## src/rtl/lc3b_types.sv

```systemverilog
// lc3b_types: shared LC-3b word, MEM-stage state and encoding constants
package lc3b_types;
  typedef logic [15:0] lc3b_word;
  typedef enum logic [1:0] {IDLE, FIRST, INDIRECT, DONE} lc3b_mem_state;
  localparam logic [1:0] SEL_ALU = 2'b00;
  localparam logic [1:0] SEL_ADDER = 2'b01;
  localparam logic [1:0] SEL_TRAP = 2'b10;
  localparam logic [1:0] SEL_ALU_ALT = 2'b11;
  localparam logic [1:0] BE_WORD = 2'b11;
  localparam logic [1:0] BE_LO = 2'b01;
  localparam logic [1:0] BE_HI = 2'b10;
endpackage

```

## src/rtl/mem_stage_access_if.sv

```systemverilog
// mem_stage_access_if: data-memory request/response bus
interface mem_stage_access_if;
  import lc3b_types::*;
  lc3b_word address;
  lc3b_word wdata;
  lc3b_word rdata;
  logic read;
  logic write;
  logic resp;
  logic [1:0] byte_enable;
  modport master(output address, read, write, byte_enable, wdata, input rdata, resp);
  modport slave(input address, read, write, byte_enable, wdata, output rdata, resp);
endinterface

```

## src/rtl/mem_stage_access_lane.sv

```systemverilog
// mem_lane_align: byte-lane select/zero-extend for loads, replicate for stores
module mem_lane_align
  import lc3b_types::*;
(
  input  logic [1:0] byte_enable,
  input  lc3b_word   rdata,
  input  lc3b_word   wdata,
  output lc3b_word   load_data,
  output lc3b_word   store_data
);
  always_comb load_data = byte_enable == BE_LO ? {8'h00, rdata[7:0]} :
                          byte_enable == BE_HI ? {8'h00, rdata[15:8]} : rdata;
  always_comb store_data = byte_enable == BE_WORD ? wdata : {2{wdata[7:0]}};
endmodule

```

## src/rtl/mem_stage_access.sv

```systemverilog
// mem_stage_access: MEM-stage data-memory handshake with LDI/STI indirection and stall counter
module mem_stage_access
  import lc3b_types::*;
#(
  parameter int CNT_WIDTH = 16
) (
  input  logic                 clk,
  input  logic                 rst,
  input  logic                 mem_read_in,
  input  logic                 mem_write_in,
  input  logic                 is_ldi_in,
  input  logic                 is_sti_in,
  input  logic [1:0]           addr_sel_in,
  input  lc3b_word             alu_out_in,
  input  lc3b_word             addr_adder_out_in,
  input  lc3b_word             trapvector_in,
  input  lc3b_word             dest_data_in,
  input  logic [1:0]           mem_byte_enable_in,
  mem_stage_access_if.master   dmem,
  output lc3b_word             mem_data_out,
  output logic                 stall_pipeline,
  output logic [CNT_WIDTH-1:0] stall_count
);
  lc3b_mem_state state, state_next;
  lc3b_word ptr_reg, addr, load_data, store_data;
  logic req, ind, first_rd;
  assign req = mem_read_in | mem_write_in;
  assign ind = is_ldi_in | is_sti_in;
  assign first_rd = ind | mem_read_in;
  always_comb addr = addr_sel_in == SEL_ADDER ? addr_adder_out_in :
                     addr_sel_in == SEL_TRAP ? trapvector_in : alu_out_in;
  mem_lane_align u_align (
    .byte_enable(mem_byte_enable_in),
    .rdata      (dmem.rdata),
    .wdata      (dest_data_in),
    .load_data  (load_data),
    .store_data (store_data)
  );
  always_comb begin
    state_next = state;
    stall_pipeline = 1'b0;
    dmem.address = addr;
    dmem.read = 1'b0;
    dmem.write = 1'b0;
    dmem.byte_enable = BE_WORD;
    dmem.wdata = dest_data_in;
    unique case (state)
      IDLE: begin
        stall_pipeline = req;
        state_next = req ? FIRST : IDLE;
      end
      FIRST: begin
        stall_pipeline = 1'b1;
        dmem.read = first_rd;
        dmem.write = ~first_rd;
        dmem.byte_enable = mem_byte_enable_in;
        dmem.wdata = store_data;
        state_next = !dmem.resp ? FIRST : ind ? INDIRECT : DONE;
      end
      INDIRECT: begin
        stall_pipeline = 1'b1;
        dmem.address = ptr_reg;
        dmem.read = is_ldi_in;
        dmem.write = ~is_ldi_in;
        state_next = dmem.resp ? DONE : INDIRECT;
      end
      DONE: state_next = IDLE;
      default: state_next = IDLE;
    endcase
  end
  always_ff @(posedge clk) begin
    if (rst) begin
      state <= IDLE;
      ptr_reg <= '0;
      mem_data_out <= '0;
      stall_count <= '0;
    end else begin
      state <= state_next;
      if (state == FIRST && dmem.resp && ind) ptr_reg <= dmem.rdata;
      if (state == FIRST && dmem.resp && !ind && mem_read_in) mem_data_out <= load_data;
      if (state == INDIRECT && dmem.resp && is_ldi_in) mem_data_out <= dmem.rdata;
      if (stall_pipeline && !(&stall_count)) stall_count <= stall_count + CNT_WIDTH'(1);
    end
  end
endmodule

```

## src/flat_wrapper.sv

```systemverilog
// flat-port wrapper written by rule: the top's interface ports become plain ports
module mem_stage_access_flat import lc3b_types::*;
#(
  parameter int CNT_WIDTH = 16
)
  (clk, rst, mem_read_in, mem_write_in, is_ldi_in, is_sti_in, addr_sel_in, alu_out_in, addr_adder_out_in, trapvector_in, dest_data_in, mem_byte_enable_in, mem_data_out, stall_pipeline, stall_count, dmem_address, dmem_read, dmem_write, dmem_byte_enable, dmem_wdata, dmem_rdata, dmem_resp);
  mem_stage_access_if dmem_i ();
  input  logic clk;
  input  logic rst;
  input  logic mem_read_in;
  input  logic mem_write_in;
  input  logic is_ldi_in;
  input  logic is_sti_in;
  input  logic [1:0] addr_sel_in;
  input  lc3b_word alu_out_in;
  input  lc3b_word addr_adder_out_in;
  input  lc3b_word trapvector_in;
  input  lc3b_word dest_data_in;
  input  logic [1:0] mem_byte_enable_in;
  output lc3b_word mem_data_out;
  output logic stall_pipeline;
  output logic [CNT_WIDTH-1:0] stall_count;
  output wire logic [$bits(dmem_i.address)-1:0] dmem_address;
  output wire logic [$bits(dmem_i.read)-1:0] dmem_read;
  output wire logic [$bits(dmem_i.write)-1:0] dmem_write;
  output wire logic [$bits(dmem_i.byte_enable)-1:0] dmem_byte_enable;
  output wire logic [$bits(dmem_i.wdata)-1:0] dmem_wdata;
  input wire logic [$bits(dmem_i.rdata)-1:0] dmem_rdata;
  input wire logic [$bits(dmem_i.resp)-1:0] dmem_resp;
  assign dmem_address = dmem_i.address;
  assign dmem_read = dmem_i.read;
  assign dmem_write = dmem_i.write;
  assign dmem_byte_enable = dmem_i.byte_enable;
  assign dmem_wdata = dmem_i.wdata;
  assign dmem_i.rdata = dmem_rdata;
  assign dmem_i.resp = dmem_resp;
  mem_stage_access #(.CNT_WIDTH(CNT_WIDTH)) u_core (.clk(clk), .rst(rst), .mem_read_in(mem_read_in), .mem_write_in(mem_write_in), .is_ldi_in(is_ldi_in), .is_sti_in(is_sti_in), .addr_sel_in(addr_sel_in), .alu_out_in(alu_out_in), .addr_adder_out_in(addr_adder_out_in), .trapvector_in(trapvector_in), .dest_data_in(dest_data_in), .mem_byte_enable_in(mem_byte_enable_in), .dmem(dmem_i), .mem_data_out(mem_data_out), .stall_pipeline(stall_pipeline), .stall_count(stall_count));
endmodule
```

## config.mk

```make
export PLATFORM = sky130hd
export DESIGN_NAME = mem_stage_access_flat
export DESIGN_NICKNAME = d
export VERILOG_FILES = /design/src/rtl/lc3b_types.sv /design/src/rtl/mem_stage_access_if.sv /design/src/rtl/mem_stage_access_lane.sv /design/src/rtl/mem_stage_access.sv /design/src/flat_wrapper.sv
export SDC_FILE = /design/constraint.sdc
export NUM_CORES = 1
export LEC_CHECK = 0
export CAP_MARGIN = 20
export CELL_PAD_IN_SITES_DETAIL_PLACEMENT = 0
export CELL_PAD_IN_SITES_GLOBAL_PLACEMENT = 2
export CORE_ASPECT_RATIO = 0.75
export CORE_MARGIN = 2
export CORE_UTILIZATION = 35
export CTS_CLUSTER_SIZE = 30
export DETAILED_ROUTE_END_ITERATION = 8
export DONT_BUFFER_PORTS = 1
export PLACE_DENSITY_LB_ADDON = 0.05
export SYNTH_ARGS = -nofsm -noshare
export SYNTH_HDL_FRONTEND = slang
export SYNTH_HIERARCHICAL = 1
export SYNTH_SLANG_ARGS = --single-unit
```

## constraint.sdc

```tcl
create_clock -name clk -period 2.4 [get_ports clk]
set_clock_uncertainty 0.05 [all_clocks]
set_input_delay 0.36 -clock clk [delete_from_list [all_inputs] [get_ports clk]]
set_output_delay 0.36 -clock clk [all_outputs]
set_load 0.02 [all_outputs]
```

==> results.json, run 1 <==
{
  "cts_tree": "built",
  "seq_power_share": 0.413,
  "gp_congestion": 0.746,
  "synth_warnings": 6,
  "drc_errors": 0,
  "status": "finished clean",
  "hold_class": "primary input to flop",
  "ios": 160,
  "power_frac_clock": 0.341,
  "cts_buffers": 5,
  "path_common_cell": "inv_1",
  "post-cts-setup-buffer-count": 0,
  "cp_slowest_stage_delay_ps": 470,
  "htreeDepth": 2,
  "die_w_microns": 119,
  "synth_nets": 528,
  "vias": 2867,
  "p_leak_nw": 1.49,
  "syn_inst": 429,
  "via_per_inst": 5.09,
  "design_area_sq_um": 3860,
  "synthTopCellsByArea": "dfxtp_1 29%, mux2_2 14%, mux2i_1 9.5%, nand2_1 7.7%, o21ai_0 5.7%",
  "crit_path_start_kind": "flop",
  "yosys_most_used_dff": "dfxtp_1",
  "die_y_microns": 90.5,
  "grt_pass1_wl_microns": 14800,
  "multi_input_area_sq_um": 2290,
  "wl_per_cell_microns": 16.6,
  "p_sw_uw": 650,
  "seq_area_sq_um": 1000,
  "grt_usage": 0.170,
  "postSynthAreaPerCell_sq_um": 8.13,
  "gr-total-overflow": 0,
  "setup_violations": 0,
  "ys_types": 41,
  "period_minus_slack_ps": 2200,
  "cts-root-buf": "clkbuf_16",
  "fmax_mhz": 455,
  "end_kind": "flop",
  "crit_required_ps": 2580,
  "combPwrFrac": 0.246,
  "area_delta_synth_final_pct": 10.6,
  "rows": 31,
  "diodes": 0,
  "path_class": "flop to flop",
  "core_sq_um": 9700,
  "yosysSeqAreaShare": 0.287,
  "crit_slowest_cell": "or4_1",
  "dpl.hpwl_microns": 7150,
  "layout_commonest_cell": "nand2_1",
  "fillCellCount": 1004,
  "rsz0062_at_grt": "no",
  "drive_above_1_share": 0.223,
  "ys_async_sr_fraction": 0,
  "clkSinkCount": 50,
  "port_buffers": 0,
  "crit_fanout": 6,
  "timing.final.crit_share": 0.916,
  "drt_iter0_markers": 177,
  "p_per_area_nw_per_um2": 561,
  "insertion_delay_ps": 290,
  "sw_frac_of_total": 0.301,
  "power.internal_mw": 1.51,
  "wl_microns": 9370,
  "finalSetupTns_ps": 0,
  "crit_chain": "inv_1 > ha_1 > inv_1 > a211o_1 > a31o_4 > or4_1 > a21oi_1",
  "slew-limit-headroom": 0.610,
  "finalMaxSlewViolations": 0,
  "netlist.area_leader.share": 0.287,
  "final_nets": 529,
  "worstMarginPinSlew_ps": 585,
  "vdd_drop_max_mv": 0.306,
  "ctsHoldBuffers": 0,
  "finalHoldViolCount": 0,
  "clk_pin_slew_ps": 70,
  "place_area_sq_um": 3700,
  "clk_path_buf_depth": 2,
  "antenna_found_initial": 0,
  "drt_pre_antenna_iters": 4,
  "syn_area_sq_um": 3490,
  "maxCapViolCount": 0,
  "grt_max_degree": 53,
  "final_cell_mix": "72 x nand2_1, 50 x dfxtp_1, 42 x mux2_2",
  "initial_core_util": 0.360,
  "crit_arrival_ps": 2380,
  "synth_seq_cells": 50,
  "synth_edf_count": 0,
  "drtAntennaViolNets": 0,
  "yosys.area.top_type": "dfxtp_1",
  "grt_pass1_vias": 2854,
  "die-area_sq_um": 10800
}
## cell usage after synthesis (all sizes together), types with 4 or more instances
| library cell | n |
|---|---|
| a21oi | 25 |
| clkbuf | 20 |
| and2 | 10 |
| o21ai | 42 |
| or3 | 5 |
| dfxtp | 50 |
| mux2i | 33 |
| mux2 | 50 |
| buf | 15 |
| nand4 | 5 |
| ha | 8 |
| xor2 | 4 |
| nand2 | 73 |
| nor2 | 30 |
| a211oi | 19 |
| nand3 | 5 |
| inv | 8 |
## kinds of logic after synthesis
logic type / synth area share
buf+inv: 0.0581
compound gates: 0.155
xor+xnor: 0.0176
simple gates: 0.189
fa+ha+maj: 0.0287
flops: 0.287
mux: 0.265
## power groups by stage
stage / Combinational (mW) / Sequential [mW] / Clock, mW
floorplan: 0.417 / 0.925 / 0
global placement: 0.531 / 0.913 / 0
detailed placement: 0.532 / 0.913 / 0
CTS: 0.535 / 0.894 / 0.759
global route: 0.581 / 0.898 / 0.795
finish: 0.533 / 0.893 / 0.738
## final timing paths
check,from,endpoint,slack (ps),cells after the start
setup / recovery,u_core/state[0]$_SDFF_PP0_,u_core/stall_count[14]$_SDFFE_PP0P_,200,7
hold / removal,rst,u_core/stall_count[11]$_SDFFE_PP0P_,80,1
setup reg to reg,u_core/state[0]$_SDFF_PP0_,u_core/stall_count[14]$_SDFFE_PP0P_,200,7
hold reg to reg,u_core/ptr_reg[5]$_SDFFE_PP0P_,u_core/ptr_reg[5]$_SDFFE_PP0P_,400,2
## critical path, delay by kind of cell, from the launching register on
| family | cells | cell delay (ps) |
|---|---|---|
| AND/OR/NAND/NOR | 1 | 470 |
| AO/OA/AOI/OAI | 3 | 680 |
| adder cells (fa/ha/maj) | 1 | 300 |
| buffers and inverters | 2 | 240 |
| flip-flops | 1 | 400 |
## metal layers
metal / global-route usage / routed length, microns
met5: 0 / 0
met4: 0.0353 / 67
met3: 0.0619 / 997
met2: 0.230 / 3470
met1: 0.255 / 4830
## metrics by stage
step | utilization | power, mW | hold slack [ps] | setup slack [ps] | instances
3_5_place_dp | 0.382 | 1.45 | 386 | 152 | 555
6_report | 0.398 | 2.16 | 76.4 | 200 | 563
2_1_floorplan | - | 1.34 | 387 | 309 | 429
4_1_cts | 0.397 | 2.19 | 69.5 | 147 | 563
5_1_grt | 0.398 | 2.27 | 68.2 | 107 | 563
3_3_place_gp | 0.382 | 1.44 | 383 | 274 | 555
## repair_timing
item / 4_1_cts / 5_1_grt
endpoints found under the setup margin: 0 / 1
endpoints found under the hold margin: 0 / 0
resized for setup: 0 / 1
## final cells by class
type / count / area share
tap: 132 / 0.0428
sequential: 50 / 0.259
timing repair buffer: 29 / 0.0564
clock inverter: 2 / 0.00324
inverter: 8 / 0.00778
multi-input combinational: 336 / 0.594
clock buffer: 6 / 0.0360
Power figures use the tool's default switching activity.
==> inputs of run 2 (changes only) <==
PLACE_DENSITY_LB_ADDON = 0.1   (was 0.05)
==> run 2 against run 1 <==
  * Design area about the same
  * Worst hold slack worse by 3.4 ps
  * Sequential share of layout area is essentially flat
  * Wire length grew 0.80%
  * Critical path type unchanged
  * Critical endpoint unchanged
  * Largest cell class unchanged
==> results.json, run 2 (synthesized netlist as in run 1, its figures left out) <==
{
  "antenna_found_initial": 0,
  "via_per_inst": 5.28,
  "crit_slowest_cell": "or4_1",
  "p_leak_nw": 1.49,
  "finalSetupTns_ps": 0,
  "ios": 160,
  "vdd_drop_max_mv": 0.368,
  "grt_pass1_wl_microns": 14800,
  "drt_iter0_markers": 135,
  "die_w_microns": 119,
  "finalHoldViolCount": 0,
  "path_class": "flop to flop",
  "hold_class": "primary input to flop",
  "seq_power_share": 0.411,
  "drtAntennaViolNets": 0,
  "grt_usage": 0.171,
  "total_power_mw": 2.18,
  "timing.final.crit_share": 0.901,
  "sw_frac_of_total": 0.313,
  "drive_above_1_share": 0.225,
  "initial_core_util": 0.360,
  "crit_chain": "inv_1 > ha_1 > inv_1 > a211o_1 > a31o_4 > or4_1 > a21oi_1",
  "worst_slack_ps": 237,
  "cp_slowest_stage_delay_ps": 460,
  "insertion_delay_ps": 300,
  "final_nets": 529,
  "clk_pin_slew_ps": 80,
  "gp_congestion": 0.777,
  "fmax_mhz": 462,
  "area_delta_synth_final_pct": 10.7,
  "end_kind": "flop",
  "layout_commonest_cell": "nand2_1",
  "whs_ps": 72.9,
  "maxCapViolCount": 0,
  "pre_cts_slack_ps": 179,
  "rows": 31,
  "htreeDepth": 2,
  "crit_family": "compound AO/OA/AOI/OAI gates",
  "core_sq_um": 9700,
  "path_common_cell": "inv_1",
  "period_minus_slack_ps": 2160,
  "post-cts-setup-buffer-count": 0,
  "die-area_sq_um": 10800,
  "combPwrFrac": 0.244,
  "port_buffers": 0,
  "crit_buf_inv": 2,
  "setup_violations": 0,
  "clk_path_buf_depth": 2,
  "wl_per_cell_microns": 16.8,
  "p_per_area_nw_per_um2": 564,
  "clkSinkCount": 50,
  "crit_arrival_ps": 2350,
  "fin_util": 0.398,
  "wl_microns": 9440,
  "rsz0062_at_grt": "no",
  "crit_path_start_kind": "flop",
  "crit_fanout": 6,
  "cts_buffers": 5,
  "gr-total-overflow": 0,
  "finalMaxSlewViolations": 0,
  "slew-limit-headroom": 0.609,
  "die_y_microns": 90.5,
  "cts_tree": "built",
  "grt_max_degree": 53,
  "crit_required_ps": 2580,
  "grt_pass1_vias": 2782,
  "worstMarginPinSlew_ps": 586,
  "drt_pre_antenna_iters": 4,
  "power_frac_clock": 0.345,
  "diodes": 0,
  "drc_errors": 0,
  "dpl.hpwl_microns": 7250,
  "power.internal_mw": 1.50,
  "vias": 2970,
  "status": "finished clean",
  "final_cell_mix": "72 x nand2_1, 49 x dfxtp_1, 42 x mux2_2",
  "cts-root-buf": "clkbuf_16",
  "p_sw_uw": 682
}
run 2: changes by cell type in the layout (fill, tap and decap cells not counted), sizes merged:
cell	change
clkinv	+1
inv	+1
clkbuf	-1
clkinvlp	-1
run 2: per-stage QoR:
| step | instance area, sq um | instances |
|---|---|---|
| floorplan | 3490 | 429 |
| global route | 3860 | 563 |
| global placement | 3700 | 555 |
| detailed placement | 3700 | 555 |
| CTS | 3860 | 563 |
| finish | 3860 | 563 |
run 2: repair_timing:
action | CTS | global route
endpoints found under the setup margin | 0 | 2
hold buffers | 0 | 0
resized for setup | 0 | 2
run 2: final timing paths:
| path | startpoint | to | slack (ps) | cells after the start |
|---|---|---|---|---|
| max | flop | u_core/stall_count[14]$_SDFFE_PP0P_ | 240 | 7 |
| min | rst | u_core/stall_count[4]$_SDFFE_PP0P_ | 70 | 1 |
| min reg2reg | u_core/ptr_reg[1]$_SDFFE_PP0P_ | u_core/ptr_reg[1]$_SDFFE_PP0P_ | 400 | 2 |
| max reg2reg | flop | u_core/stall_count[14]$_SDFFE_PP0P_ | 240 | 7 |
run 2: power groups by stage:
stage	Combinational, mW	Clock (mW)	Sequential [mW]
after floorplan	0.417	0	0.925
after global placement	0.532	0	0.912
after detailed placement	0.533	0	0.916
after CTS	0.536	0.776	0.896
after global routing	0.583	0.815	0.901
final	0.531	0.752	0.896
run 2: final cells by class:
| class | instances | area (sq um) |
|---|---|---|
| clock buffers | 5 | 125 |
| inverters | 8 | 30.0 |
| clock inverters | 3 | 28.8 |
| multi-input cells | 336 | 2290 |
| fillers | 1048 | 5830 |
| flip-flops and latches | 50 | 1000 |
| repair buffers | 29 | 218 |
| well taps | 132 | 165 |
run 2: layer usage:
metal	vias up	part of all wire	GRT usage
met5	-	0	0
met4	0	0.0051	0.0265
met3	4	0.095	0.0518
met2	127	0.37	0.230
met1	1332	0.53	0.266
li1	1507	-	-
